### config.mk
export PLATFORM = sky130hd
export DESIGN_NAME = cpu_prefetch_unit
export DESIGN_NICKNAME = d
export VERILOG_FILES = /design/src/rtl/cpu_pkg.sv /design/src/rtl/prefetch_fifo.sv /design/src/rtl/cpu_prefetch_unit.sv
export SDC_FILE = /design/constraint.sdc
export NUM_CORES = 1
export LEC_CHECK = 0
export CORE_UTILIZATION = 28
export CTS_CLUSTER_SIZE = 8
export DETAILED_ROUTE_END_ITERATION = 10
export PLACE_DENSITY = 0.47
export SKIP_LAST_GASP = 1
export SLEW_MARGIN = 10
export SYNTH_ARGS = -nofsm -noshare
export SYNTH_HDL_FRONTEND = slang
export SYNTH_HIERARCHICAL = 1
export SYNTH_SLANG_ARGS = --single-unit
### constraint.sdc
create_clock -name clk -period 3.4 [get_ports clk]
set_clock_uncertainty 0.2 [all_clocks]
set_input_delay 0.85 -clock clk [delete_from_list [all_inputs] [get_ports clk]]
set_output_delay 0.85 -clock clk [all_outputs]
set_load 0.01 [all_outputs]
### src/rtl/cpu_pkg.sv
// Shared core definitions: bus width codes, reset PC, prefetch state encoding
// and the fetch-entry record passed from the prefetcher to decode.
package cpu_pkg;

    localparam logic [1:0] MW_BYTE = 2'h0;
    localparam logic [1:0] MW_HALF = 2'h1;
    localparam logic [1:0] MW_WORD = 2'h2;

    localparam logic [31:0] RESET_PC_DEFAULT = 32'h0800_0000;

    typedef enum logic [1:0] {
        S_IDLE    = 2'd0,
        S_REQ     = 2'd1,
        S_DISCARD = 2'd2
    } pf_state_e;

    // pc is held at full 32 bits; narrower address widths are zero-extended.
    typedef struct packed {
        logic [31:0] pc;
        logic [31:0] data;
        logic        thumb;
    } fetch_entry_t;

endpackage

### src/rtl/prefetch_fifo.sv
// Synchronous DEPTH-entry FIFO of fetch entries with clear, occupancy count
// and wrap-around pointers. DEPTH must be a power of two.
module prefetch_fifo
    import cpu_pkg::*;
#(
    parameter int unsigned DEPTH = 4,
    localparam int unsigned PTR_W = $clog2(DEPTH),
    localparam int unsigned CNT_W = $clog2(DEPTH) + 1
) (
    input  logic             clk,
    input  logic             rstn,
    input  logic             i_clear,
    input  logic             i_push,
    input  fetch_entry_t     i_push_entry,
    input  logic             i_pop,
    output fetch_entry_t     o_head,
    output logic [CNT_W-1:0] o_count
);

    fetch_entry_t     r_mem [DEPTH];
    logic [PTR_W-1:0] r_wr_ptr;
    logic [PTR_W-1:0] r_rd_ptr;
    logic [CNT_W-1:0] r_count;
    logic             w_push;
    logic             w_pop;

    assign w_push = i_push & ~i_clear;
    assign w_pop  = i_pop & ~i_clear & (r_count != '0);

    always_ff @(posedge clk) begin
        if (w_push) begin
            r_mem[r_wr_ptr] <= i_push_entry;
        end
    end

    always_ff @(posedge clk or negedge rstn) begin
        if (!rstn) begin
            r_wr_ptr <= '0;
            r_rd_ptr <= '0;
            r_count  <= '0;
        end else if (i_clear) begin
            r_wr_ptr <= '0;
            r_rd_ptr <= '0;
            r_count  <= '0;
        end else begin
            if (w_push) begin
                r_wr_ptr <= r_wr_ptr + PTR_W'(1);
            end
            if (w_pop) begin
                r_rd_ptr <= r_rd_ptr + PTR_W'(1);
            end
            case ({w_push, w_pop})
                2'b10:   r_count <= r_count + CNT_W'(1);
                2'b01:   r_count <= r_count - CNT_W'(1);
                default: r_count <= r_count;
            endcase
        end
    end

    assign o_head  = r_mem[r_rd_ptr];
    assign o_count = r_count;

endmodule

### src/rtl/cpu_prefetch_unit.sv
// Instruction prefetch front end: streams ARM words or Thumb halfwords into a FIFO for decode.
// Define PREFETCH_STATS_EN to build the fetch/discard counters; otherwise both ports read 0.
module cpu_prefetch_unit
    import cpu_pkg::*;
#(
    parameter int unsigned       DEPTH    = 4,
    parameter int unsigned       ADDR_W   = 32,
    parameter logic [ADDR_W-1:0] RESET_PC = RESET_PC_DEFAULT[ADDR_W-1:0]
) (
    input  logic              clk,
    input  logic              rstn,
    input  logic              flush,
    input  logic [ADDR_W-1:0] flush_pc,
    input  logic              flush_thumb,
    output logic              instr_valid,
    output logic [31:0]       instr_data,
    output logic [ADDR_W-1:0] instr_pc,
    output logic              instr_thumb,
    input  logic              instr_ready,
    output logic [ADDR_W-1:0] mem_addr,
    output logic [1:0]        mem_width,
    output logic              mem_read,
    input  logic [31:0]       mem_rdata,
    input  logic              mem_ok,
    output logic [31:0]       fetch_cnt,
    output logic [31:0]       discard_cnt
);

    localparam int unsigned      CNT_W   = $clog2(DEPTH) + 1;
    localparam logic [CNT_W-1:0] DEPTH_C = CNT_W'(DEPTH);

    pf_state_e         r_state;
    pf_state_e         w_state_next;
    logic [ADDR_W-1:0] r_fpc;
    logic [ADDR_W-1:0] w_fpc_next;
    logic              r_t_mode;
    logic [ADDR_W-1:0] r_old_addr;
    logic              r_old_thumb;
    logic [ADDR_W-1:0] w_flush_fpc;
    logic [CNT_W-1:0]  w_count;
    logic              w_push;
    logic              w_pop;
    logic              w_bus_thumb;
    fetch_entry_t      w_push_entry;
    fetch_entry_t      w_head;

    assign w_flush_fpc = flush_thumb ? {flush_pc[ADDR_W-1:1], 1'b0}
                                     : {flush_pc[ADDR_W-1:2], 2'b00};

    assign instr_valid = (w_count != '0);
    assign w_pop       = instr_valid & instr_ready & ~flush;

    always_comb begin
        w_state_next = r_state;
        w_fpc_next   = r_fpc;
        w_push       = 1'b0;
        case (r_state)
            S_IDLE: begin
                if (w_count < DEPTH_C) begin
                    w_state_next = S_REQ;
                end
            end
            S_REQ: begin
                if (mem_ok && !flush) begin
                    w_push     = 1'b1;
                    w_fpc_next = r_fpc + (r_t_mode ? ADDR_W'(2) : ADDR_W'(4));
                    if ((w_count + CNT_W'(1) - CNT_W'(w_pop)) < DEPTH_C) begin
                        w_state_next = S_REQ;
                    end else begin
                        w_state_next = S_IDLE;
                    end
                end
            end
            S_DISCARD: begin
                if (mem_ok) begin
                    w_state_next = S_REQ;
                end
            end
            default: w_state_next = S_IDLE;
        endcase
        // Bus requests are never withdrawn: an unfinished one must be drained in S_DISCARD.
        if (flush) begin
            w_fpc_next = w_flush_fpc;
            if (r_state != S_IDLE && !mem_ok) begin
                w_state_next = S_DISCARD;
            end else begin
                w_state_next = S_REQ;
            end
        end
    end

    always_ff @(posedge clk or negedge rstn) begin
        if (!rstn) begin
            r_state     <= S_IDLE;
            r_fpc       <= RESET_PC;
            r_t_mode    <= 1'b0;
            r_old_addr  <= RESET_PC;
            r_old_thumb <= 1'b0;
        end else begin
            r_state <= w_state_next;
            r_fpc   <= w_fpc_next;
            if (flush) begin
                r_t_mode <= flush_thumb;
            end
            if (flush && r_state == S_REQ && !mem_ok) begin
                r_old_addr  <= r_fpc;
                r_old_thumb <= r_t_mode;
            end
        end
    end

    assign w_bus_thumb = (r_state == S_DISCARD) ? r_old_thumb : r_t_mode;
    assign mem_read    = (r_state != S_IDLE);
    assign mem_addr    = (r_state == S_DISCARD) ? r_old_addr : r_fpc;
    assign mem_width   = w_bus_thumb ? MW_HALF : MW_WORD;

    always_comb begin
        w_push_entry       = '0;
        w_push_entry.pc    = 32'(r_fpc);
        w_push_entry.data  = r_t_mode ? {16'h0000, mem_rdata[15:0]} : mem_rdata;
        w_push_entry.thumb = r_t_mode;
    end

    prefetch_fifo #(
        .DEPTH (DEPTH)
    ) u_fifo (
        .clk          (clk),
        .rstn         (rstn),
        .i_clear      (flush),
        .i_push       (w_push),
        .i_push_entry (w_push_entry),
        .i_pop        (w_pop),
        .o_head       (w_head),
        .o_count      (w_count)
    );

    assign instr_data  = w_head.data;
    assign instr_pc    = w_head.pc[ADDR_W-1:0];
    assign instr_thumb = w_head.thumb;

`ifdef PREFETCH_STATS_EN
    logic [31:0] r_fetch_cnt;
    logic [31:0] r_discard_cnt;
    logic        w_discard;

    assign w_discard = mem_ok && ((r_state == S_DISCARD) || (r_state == S_REQ && flush));

    always_ff @(posedge clk or negedge rstn) begin
        if (!rstn) begin
            r_fetch_cnt   <= 32'h0;
            r_discard_cnt <= 32'h0;
        end else begin
            if (w_push) begin
                r_fetch_cnt <= r_fetch_cnt + 32'h1;
            end
            if (w_discard) begin
                r_discard_cnt <= r_discard_cnt + 32'h1;
            end
        end
    end

    assign fetch_cnt   = r_fetch_cnt;
    assign discard_cnt = r_discard_cnt;
`else
    assign fetch_cnt   = 32'h0;
    assign discard_cnt = 32'h0;
`endif

endmodule

Word-level counts from Yosys, hierarchy flattened --
Memories as Yosys holds them, arrays and structs flattened. Cells that the tools add are included.
Operators by class: add/subtract/negate cells 6, $lt $le $gt $ge 2, eq/ne operators 7, multiplexer cells 26, bitwise gates (word level) 6, reduce and logical (&&, ||, !) cells 16
Operators by type and width (number):
- two-way mux 32 bit | 5
- adder 32 x 3 -> 32 bit | 1
- two-way mux 2 bit | 11
- nonzero test 2 bit | 5
- != test 3 bit (second input constant) | 3
- < comparator 3 bit (second input constant) | 2
- two-way mux 1 bit | 6
- two-way mux 3 bit | 2
- case mux 2 bit (3 select lines) | 1
- case mux 3 bit (2 select lines) | 1
- nonzero test 3 bit | 2
- AND 1 bit | 5
- adder 2 x 1 -> 2 bit (second input constant) | 2
- == test 2 x 1 -> 1 bit (second input constant) | 2
- == test 2 bit (second input constant) | 2
- logical AND 1 bit | 4
- adder 3 x 1 -> 3 bit (second input constant) | 1
- AND reduction 3 bit | 1
- subtractor 3 x 1 -> 3 bit | 1
- subtractor 3 x 1 -> 3 bit (second input constant) | 1
- zero test 1 bit | 2
- zero test 2 bit | 1
- AND reduction 2 bit | 1
- inverter 1 bit | 1
Storage, ports and cells: register bits after elaboration 75, RAM bits 260, input port bits 70, output and inout port bits 165, logic and storage cells 72, memories 1
Memories:
- u_fifo.r_mem | words 4, bits a word 65, rd ports 1, clocked after memory_dff 0, write ports 1, RTL line prefetch_fifo.sv:20 | fetch_entry_t r_mem [DEPTH];

Depth between registers and ports, before layout --
depth in word-level cells 9, gate-level depth with buffers 9, mapped depth without buffers 8

Cells and area by module --
The synthesis kept the hierarchy.
By module, submodules not included:
- prefetch_fifo | instances 1, cells an instance 394, area each 9928.3 µm², sequential area each 7982.7 µm²
- cpu_prefetch_unit | instances 1, cells an instance 413, area each 4226.6 µm², sequential area each 1654.1 µm²

Least setup slack after synthesis --
No wires, ideal clock.
path type in2reg, start input flush, end memory u_fifo/r_mem[0][0] (netlist bit) (enable), library setup time 0.430 ns, arrival time 3.351 ns, data required time 2.770 ns, setup slack -0.581 ns, stages on the path 6, buffers on the path 3, cell sequence clkbuf_1 -> clkbuf_1 -> nor2_1 -> buf_2 -> nor2b_1 -> and2_1
On the way: word-level cells in the longest chain between the ends 7, elaborated cells between the ends (all ways) 8, classes of those cells mux: 4; bitwise: 2; reduce/logical: 2
Ends and longest elaborated chain:
- start: declaration | RTL line cpu_prefetch_unit.sv:12 | input logic flush,
- zero test 1 bit | RTL line cpu_prefetch_unit.sv:64 | if (mem_ok && !flush) begin
- logical AND 1 bit | RTL line cpu_prefetch_unit.sv:64
- two-way mux 1 bit | RTL line cpu_prefetch_unit.sv:64
- two-way mux 1 bit | RTL line cpu_prefetch_unit.sv:57 | case (r_state)
- via w_push | RTL line cpu_prefetch_unit.sv:41 | logic w_push;
- AND 1 bit | RTL line prefetch_fifo.sv:27 | assign w_push = i_push & ~i_clear;
- two-way mux 1 bit | RTL line prefetch_fifo.sv:31 | if (w_push) begin
- two-way mux 1 bit (implied by the code) | RTL line prefetch_fifo.sv:32 | r_mem[r_wr_ptr] <= i_push_entry;
- end: declaration | RTL line prefetch_fifo.sv:20
The timed path passes the listed nets, and every way through them passes these cells.

Worst setup path in the final report --
start register u_fifo.r_rd_ptr[0], end output instr_pc[5]
On the way: word-level cells in the longest chain between the ends 1
Ends and longest elaborated chain:
- start: declaration | RTL line prefetch_fifo.sv:22 | logic [PTR_W-1:0] r_rd_ptr;
- start signal: assignment | RTL line prefetch_fifo.sv:50 | r_rd_ptr <= r_rd_ptr + PTR_W'(1);
- memory (4 x 65 bit)
- end: declaration | RTL line cpu_prefetch_unit.sv:17 | output logic [ADDR_W-1:0] instr_pc,
Every way passes these cells.

==> qor.yml <==
stdcell_area_um2: 18600
violations: "negative setup slack"
clkTransAtPathRegs_ns: 0.05
gp_congestion: 0.688
dieArea_um2: 51500
area_delta_synth_final_pct: 31.6
clkLatencyLatePin_ns: 0.57
max_cap_viol_count: 0
dpl.hpwl_um: 21300
ys_seq_area_share_pct: 68.1
synth_top_area_share_pct: 55.2
ys_seq_elements: 333
syn_inst: 807
grt_pass1_vias: 8091
synth_top_cell_by_area: "edfxtp_1"
vdd.ir_drop.worst_mv: 0.306
die_h_um: 227
power.density_nw_per_um2: 548
first_pass_iters: 4
cts_tree: "built"
syn_area_per_cell_um2: 17.5
final-hold-violation-count: 0
power.leakage_nw: 6.93
clock_tree.root_cell: "clkbuf_16"
slew_violations: 0
antenna_cells: 0
fin_ws_ns: -0.0301
ant_nets: 0
die_width_um: 227
clock_sinks: 333
drt-wirelength-per-cell_um: 20.0
antenna_found_initial: 0
yosysMostFrequentCell: "edfxtp_1"
vias_per_cell: 4.34
critical_path_class: "flip-flop to primary output"
synth_cell_types: 54
crit_arrival_ns: 2.38
track_usage_pct: 13.8
worst_pin_slew_ns: 0.811
endpoint_kind: "primary output"
crit_fanout: 7
place.port_buffers: 168
start_kind: "flip-flop"
grt_max_degree: 41
ios: 235
synth_ff_type: "edfxtp_1"
drc: 0
final_cells: 1767
num_vias: 7672
initial_utilization_pct: 28.3
hold_path.class: "flip-flop to flip-flop"
placed_cell_area_um2: 16700
utilization_pct: 37.3
synth_enable_flop_cells: 260
numCtsBuffers: 48
slew_headroom_pct: 45.5
rsz0062_at_grt: "yes"
core_um2: 50000
cts.htree.levels: 2
syn_area_um2: 14200
required_ns: 2.35
drive_above_1_share_pct: 23.7
layout.nets: 1133
post-route-period-util_pct: 101
yosys-top-cells-count: "edfxtp_1, dfrtp_1, buf_4"
grt_overflow: 0
yosys_warnings: 6
grt_pass1_wl_um: 51700
drtIter0Drc: 356
holdWs_ns: 0.275
fin_crit_ns: 3.43
num_rows: 82
synth.area.top_cells: "edfxtp_1, dfrtp_1, mux4_2, mux2_2, buf_4"
fmax_mhz: 292
status: "complete, but fails checks"
setup_viol: 8
numPlacedInstances: 1656
async_flop_share_pct: 21.9
ctsLongestPathBuffers: 3
totalWireLength_um: 35300
## report_power, final
group          switching (mW)  internal [mW]
sequential              0.159           4.63
clock                    1.74           2.83
combinational           0.406          0.448
total                    2.30           7.91
## layer usage
metal  share of wire (%)  up-vias  GRT usage (%)
met5                   0        -              0
met4                 2.0        0           3.84
met3                 5.2       53           3.36
met2                  48      202           22.6
met1                  44     3956           18.3
li1                    -     3461              -
## kinds of logic after synthesis
family                   Yosys count  share of synthesized area (%)
XOR/XNOR                          35                           2.17
AND/OR/NAND/NOR                  137                           5.99
AO/OA/AOI/OAI                     53                           2.11
adder cells (fa/ha/maj)            8                          0.813
flip-flops                       333                           68.1
multiplexers                     128                           15.3
other                              1                         0.0265
buffers and inverters            112                           5.47
## registers in the layout, indices dropped and copies added (netlist names)
signal,flops
u_fifo/r_mem,260
r_fpc,31
r_old_addr,31
u_fifo/o_count,3
r_state,2
u_fifo/r_rd_ptr,2
u_fifo/r_wr_ptr,2
r_old_thumb,1
r_t_mode,1
## through the flow
stage / TNS (ns) / worst slack [ns] / power, mW
after floorplan: 0 / 0.129 / 5.32
final: -0.109 / -0.0301 / 10.2
after global routing: -2.94 / -0.111 / 10.6
after CTS: -5.34 / -0.124 / 10.4
after detailed placement: 0 / 0.0978 / 5.72
after global placement: 0 / 0.0982 / 5.71
## path summary, 6_finish.rpt
kind | end | from | slack [ns] | cells after the start
setup / recovery | instr_pc[5] | u_fifo/r_rd_ptr[0]$_DFFE_PN0P_ | -0.03 | 6
hold / removal | r_old_addr[5]$_DFFE_PN0P_ | r_old_addr[5]$_DFFE_PN0P_ | 0.27 | 1
setup reg to reg | u_fifo/o_count[2]$_DFFE_PN0P_ | u_fifo/o_count[0]$_DFFE_PN0P_ | 0.45 | 8
hold reg to reg | r_old_addr[5]$_DFFE_PN0P_ | r_old_addr[5]$_DFFE_PN0P_ | 0.27 | 1
max in group asynchronous | r_old_addr[27]$_DFFE_PN1P_ | rstn | 1.78 | 3
min in group asynchronous | r_fpc[28]$_DFFE_PN0P_ | rstn | 0.55 | 2
## worst max-delay path, stage by stage, from the launching register on
cell	delay, ns
dfrtp_4	0.52
buf_4	0.16
buf_12	0.12
buf_4	0.14
buf_16	0.15
mux4_2	0.42
dlygate4sd2_1	0.30
## cell usage in the layout, fill, tap and decap left out, types with 3 or more instances in the layout
cell type and count:
nor4_4 5, mux2_2 48, and2_4 4, nand2_1 44, nor2_1 13, buf_16 4, edfxtp_1 260, conb_1 69
inv_1 11, dfrtp_1 68, nor2b_1 20, xnor2_1 12, clkbuf_16 53, nor3_1 3, o21ai_0 14, ha_1 6
xor2_1 23, mux4_2 65, clkdlybuf4s50_1 109, nand2b_1 3, buf_4 36, clkbuf_1 34, a21oi_1 5, nand4_1 9
buf_12 18, clkbuf_8 5, nand3_1 16, mux2_1 13, dlymetal6s2s_1 52, o21ai_1 22, dlygate4sd2_1 4
## area by class of cell
| type | count | area, um2 |
|---|---|---|
| Multi-Input combinational cell | 430 | 4020 |
| Fill cell | 4756 | 31300 |
| Timing Repair Buffer | 230 | 2620 |
| Clock inverter | 1 | 16.3 |
| Sequential cell | 333 | 9650 |
| Clock buffer | 89 | 1450 |
| Tap cell | 672 | 841 |
| Inverter | 12 | 45.0 |
## timing repair
action                                 4_1_cts  5_1_grt
hold buffers                                 1        0
setup buffers                                5       10
setup endpoints to repair                   92       90
gates cloned                                 2        3
resized for setup                           16       55
endpoints found under the hold margin        8        0
(Power assumes the default switching activity.)
